**src/rtl/pipe_stage_chain.sv**
```systemverilog
// pipe_stage_chain: a chain of pipeline registers, each with a valid bit. Every stage can be
// stalled and flushed, and the chain reports how many stages are occupied.
// A stall in stage k holds stages 0..k and sends a bubble into stage k+1.
// A flush beats a stall. An empty stage always carries zero data, so it reads as a NOP.
// Defining PIPE_STAGE_CHAIN_PERF_EN adds the stall and flush event counters. Without it,
// both counter ports are tied to 0.
module pipe_stage_chain #(
    parameter int unsigned WIDTH  = 32,
    parameter int unsigned STAGES = 4,
    localparam int unsigned OCC_W = $clog2(STAGES + 1)
) (
    input  logic                    clk,
    input  logic                    reset,
    input  logic                    in_valid,
    input  logic [WIDTH-1:0]        in_data,
    output logic                    in_ready,
    input  logic [STAGES-1:0]       stall,
    input  logic [STAGES-1:0]       flush,
    output logic [STAGES-1:0]       stage_valid,
    output logic [STAGES*WIDTH-1:0] stage_data,
    output logic                    out_valid,
    output logic [WIDTH-1:0]        out_data,
    output logic [OCC_W-1:0]        occupancy,
    output logic [31:0]             stall_count,
    output logic [31:0]             flush_count
);

    logic [STAGES-1:0]             hold;
    logic [STAGES-1:0]             valid_q, valid_d;
    logic [STAGES-1:0][WIDTH-1:0]  data_q, data_d;
    logic [OCC_W-1:0]              occ_q, occ_d;

    // A stage is held when it is stalled or when any stage downstream of it is stalled.
    always_comb begin
        logic acc;
        acc  = 1'b0;
        hold = '0;
        for (int i = int'(STAGES) - 1; i >= 0; i--) begin
            acc     = acc | stall[i];
            hold[i] = acc;
        end
    end

    // Next state of each stage. Priority order: flush, then hold, then bubble, then load.
    always_comb begin
        valid_d = valid_q;
        data_d  = data_q;
        // Stage 0 takes the input when it is not held.
        if (flush[0]) begin
            valid_d[0] = 1'b0;
            data_d[0]  = '0;
        end else if (!hold[0]) begin
            valid_d[0] = in_valid;
            data_d[0]  = in_valid ? in_data : '0;
        end
        for (int i = 1; i < int'(STAGES); i++) begin
            if (flush[i]) begin
                valid_d[i] = 1'b0;
                data_d[i]  = '0;
            end else if (hold[i]) begin
                valid_d[i] = valid_q[i];
                data_d[i]  = data_q[i];
            end else if (hold[i-1]) begin
                valid_d[i] = 1'b0;
                data_d[i]  = '0;
            end else begin
                valid_d[i] = valid_q[i-1];
                data_d[i]  = data_q[i-1];
            end
        end
    end

    // Occupancy is counted from the next-state valid bits, so the registered value lines up
    // with stage_valid on every cycle.
    always_comb begin
        occ_d = '0;
        for (int i = 0; i < int'(STAGES); i++) begin
            occ_d = occ_d + OCC_W'(valid_d[i]);
        end
    end

    // Stage registers and occupancy register.
    always_ff @(posedge clk or negedge reset) begin
        if (!reset) begin
            valid_q <= '0;
            data_q  <= '0;
            occ_q   <= '0;
        end else begin
            valid_q <= valid_d;
            data_q  <= data_d;
            occ_q   <= occ_d;
        end
    end

    assign in_ready    = ~hold[0];
    assign stage_valid = valid_q;
    assign stage_data  = data_q;
    assign out_valid   = valid_q[STAGES-1];
    assign out_data    = data_q[STAGES-1];
    assign occupancy   = occ_q;

`ifdef PIPE_STAGE_CHAIN_PERF_EN
    logic [31:0] stall_cnt_q, flush_cnt_q;
    logic        flush_hit;

    // A flush counts as an event only when it removes at least one valid entry.
    assign flush_hit = |(flush & valid_q);

    // Wrapping event counters.
    always_ff @(posedge clk or negedge reset) begin
        if (!reset) begin
            stall_cnt_q <= '0;
            flush_cnt_q <= '0;
        end else begin
            if (hold[0]) stall_cnt_q <= stall_cnt_q + 32'd1;
            if (flush_hit) flush_cnt_q <= flush_cnt_q + 32'd1;
        end
    end

    assign stall_count = stall_cnt_q;
    assign flush_count = flush_cnt_q;
`else
    assign stall_count = '0;
    assign flush_count = '0;
`endif

endmodule

```
**config.mk**
```make
export PLATFORM = sky130hd
export DESIGN_NAME = pipe_stage_chain
export DESIGN_NICKNAME = d
export VERILOG_FILES = /design/src/rtl/pipe_stage_chain.sv
export SDC_FILE = /design/constraint.sdc
export NUM_CORES = 1
export LEC_CHECK = 0
export ABC_AREA = 1
export BUFFER_PORTS_ARGS = -buffer_cell sky130_fd_sc_hd__clkbuf_2
export CELL_PAD_IN_SITES_DETAIL_PLACEMENT = 1
export CELL_PAD_IN_SITES_GLOBAL_PLACEMENT = 2
export CORE_UTILIZATION = 24
export CTS_CLUSTER_SIZE = 28
export DETAILED_ROUTE_END_ITERATION = 12
export PLACE_DENSITY_LB_ADDON = 0.12
export SLEW_MARGIN = 0
export SYNTH_ARGS = -nofsm -noshare
export SYNTH_HDL_FRONTEND = slang
export SYNTH_SLANG_ARGS = --single-unit
```
**constraint.sdc**
```tcl
create_clock -name clk -period 1.7 [get_ports clk]
set_input_delay 0.085 -clock clk [delete_from_list [all_inputs] [get_ports clk]]
set_output_delay 0.085 -clock clk [all_outputs]
set_load 0.01 [all_outputs]
```
==> flow_summary.json <==
{
  "nets": 963,
  "slowest_delay_ps": 480,
  "finalMaxSlewViolations": 0,
  "critPathLaunchType": "flip-flop",
  "wirelength_mm": 20.5,
  "wl_met2_mm": 9.19,
  "synth.area.mux_share_pct": 0,
  "syn_area_mm2": 0.00639,
  "synth.area.top_cells": "dfrtp_1 (53%), nand3_1 (13%), buf_4 (11%), nand2_1 (8.0%), o21ai_1 (4.1%)",
  "synth_top_family_by_area": "simple AND/OR/NAND/NOR gates",
  "drv_cap": 0,
  "cts_root_buf": "clkbuf_16",
  "synth-seq-area-share_pct": 52.8,
  "synth_adder_area_share_pct": 0.705,
  "rsz0062_at_grt": "true",
  "synth-xor-area-share_pct": 0,
  "stdcell_count": 1265,
  "antenna_cells": 0,
  "cts_buffer_depth": 2,
  "end_kind": "flip-flop",
  "required_ps": 2000,
  "drcViolationCount": 0,
  "viasPerCell": 4.28,
  "stdcell_area_mm2": 0.00833,
  "drt-met1-wl_mm": 10.1,
  "layout-drive-gt1-share_pct": 30.9,
  "io_buffers": 211,
  "synth_top_area_share_pct": 52.8,
  "violations": "negative setup slack",
  "syn-mean-instance-area_um2": 9.03,
  "synth_compound_area_share_pct": 8.01,
  "drtPass1Iterations": 4,
  "path_cells": "nand4_1 > nand2_1 > nand2_1 > fa_1 > inv_1 > ha_2 > ha_4",
  "slowest_stage": "fa_1",
  "fin_skew_ps": 10.2,
  "cts_max_level": 4,
  "fin_crit_sh_pct": 103,
  "core_mm2": 0.0261,
  "place_area_mm2": 0.00726,
  "crit_top_cell": "nand2_1",
  "cp_max_fo": 3,
  "relSlewSlack_pct": 53.6,
  "crit_arrival_ps": 2040,
  "cts_buffers": 17,
  "detail-route-antenna-nets": 0,
  "synth_warnings": 0,
  "min_period_ps": 1740,
  "cts_tree": "yes",
  "cts.sinks": 135,
  "post-place-cells": 1186,
  "first_global_vias": 5409,
  "wl_per_cell_um": 16.2,
  "status": "finished, violations left",
  "clk_latency_ps": 410,
  "synth_cell_types": 20,
  "ys_ff_latch": 135,
  "path_clk_slew_ps": 60,
  "n_fill_cell": 3100,
  "routed-via-count": 5411,
  "hp-class": "in -> reg",
  "setup_viol": 1,
  "grt_max_degree": 67,
  "synth-edff-count": 0,
  "multi_input_area_mm2": 0.00219,
  "post-dp-hpwl_mm": 14.4,
  "yosysMostFrequentCell": "nand3_1",
  "ys_top_cells_by_count": "nand3_1 (163), nand2_1 (136), dfrtp_1 (135), buf_4 (97), o21ai_1 (52)",
  "grt_pass1_wl_mm": 31.7,
  "wl_met3_mm": 1.00,
  "antenna_found_initial": 0,
  "pre_cts_slack_ps": -264,
  "max_clock_freq_ghz": 0.574,
  "die_area_mm2": 0.0273,
  "dieHeight_um": 165,
  "die_w_um": 165,
  "gp_congestion": 0.719,
  "hold_violations": 0,
  "ios": 276,
  "rows": 59,
  "synth_top_area_cell": "dfrtp_1",
  "drtIter0Drc": 226,
  "area_growth_pct": 30.3,
  "synthesis.instances": 708,
  "grt_overflow_total": 0,
  "power_density_mw_per_mm2": 903,
  "initial_utilization_pct": 24.5,
  "synthArstFlopShare_pct": 100,
  "totalPowerFinal_mw": 7.52,
  "seqCellArea_mm2": 0.00338,
  "yosys_most_used_dff": "dfrtp_1",
  "leakagePower_nw": 4.29,
  "dr.max_layer_used": "met4",
  "setup_ws_ps": -42.6,
  "synthSimpleGateAreaFrac_pct": 21.5,
  "critPathKind": "reg -> reg",
  "ir_worst_vdd_v": 0.000499,
  "track_usage_pct": 15.2,
  "worst_slew_pin_slew_ps": 696
}
==> what timing repair did <==
action / in CTS / in global routing
pin swaps: 4 / 3
endpoints found under the setup margin: 3 / 3
buffers inserted: 10 / 1
gates resized for setup: 3 / 4
hold endpoints to repair: 85 / 0
hold buffers: 37 / 0
==> state kept, by name (all words and copies together) (netlist names) <==
name         count
occupancy        3
stage_data      96
out_data        32
stage_valid      4
==> cells in the final DEF, fill, tap and decap left out <==
master,netlist,final
nor2_4,1,1
dlygate4sd3_1,0,37
ha_2,0,1
o21ai_2,3,4
clkbuf_2,0,210
nand2_2,1,1
ha_4,0,1
nand3_1,163,163
buf_12,0,1
fa_1,1,1
clkinvlp_4,0,1
dfrtp_1,135,135
clkbuf_1,22,2
nand4_1,2,2
a21oi_2,0,1
inv_1,12,8
nand3_4,1,1
bufinv_16,0,3
clkbuf_16,0,17
clkinv_4,0,4
clkinv_2,0,4
buf_6,11,4
o21ai_1,52,52
clkbuf_8,0,1
o21ai_0,44,43
buf_4,97,28
inv_2,0,4
nand2_1,136,136
conb_1,1,64
==> kinds of logic (layout without fill, tap and decap cells) <==
family | count (synthesis) | in the layout
AND/OR/NAND/NOR | 304 | 304
buffers and inverters | 165 | 324
flip-flops | 135 | 135
AO/OA/AOI/OAI | 100 | 100
adder cells (fa/ha/maj) | 3 | 3
other | 1 | 64
==> stage by stage <==
step / hold WS, ps / util, % / setup TNS, ps
3_3_place_gp: 40.1 / 27.9 / -352
4_1_cts: 25.9 / 31.9 / -7.27
6_report: 40.9 / 32.0 / -42.6
5_1_grt: 54.6 / 32.0 / -166
2_1_floorplan: -211 / - / -155
3_5_place_dp: 37.1 / 27.9 / -529
==> area by class of cell <==
class | count | area share [%]
clock buffer | 20 | 5.36
clock inverter | 12 | 1.83
inverter | 12 | 0.541
multi-input combinational | 471 | 26.3
sequential | 135 | 40.5
tap | 335 | 5.03
timing repair buffer | 280 | 20.4
==> routing by layer <==
layer	vias to the layer above	global-route usage, %
li1	2624	-
met1	2595	21.9
met2	184	23.0
met3	8	2.90
met4	0	4.00
met5	-	0
==> worst max-delay path, delay by kind of cell, from the launching register on <==
| kind | cells | cell delay, ps |
|---|---|---|
| AND/OR/NAND/NOR | 3 | 350 |
| flip-flops | 1 | 370 |
| adder cells (fa/ha/maj) | 3 | 870 |
| buffers and inverters | 1 | 50 |
==> power by group <==
group	leakage [nW]	internal [mW]	total (mW)	switching, mW
Clock	0.294	2.34	3.76	1.42
Sequential	1.88	3.23	3.24	0.0113
Combinational	2.11	0.151	0.521	0.370
Total	4.29	5.72	7.52	1.80
==> final timing paths <==
path                                           from                       end  slack (ps)  cells past startpoint
hold reg to reg            out_data[23]$_DFFE_PN0P_  out_data[23]$_DFFE_PN0P_         540                      2
setup reg to reg           stage_valid[0]$_DFF_PN0_    occupancy[1]$_DFF_PN0_         -40                      7
max in group asynchronous                     reset   out_data[4]$_DFFE_PN0P_         920                      3
setup / recovery           stage_valid[0]$_DFF_PN0_    occupancy[1]$_DFF_PN0_         -40                      7
min in group asynchronous                     reset  out_data[21]$_DFFE_PN0P_         140                      2
hold / removal                             flush[2]  stage_valid[2]$_DFF_PN0_          40                      4
(Power assumes the default switching activity.)
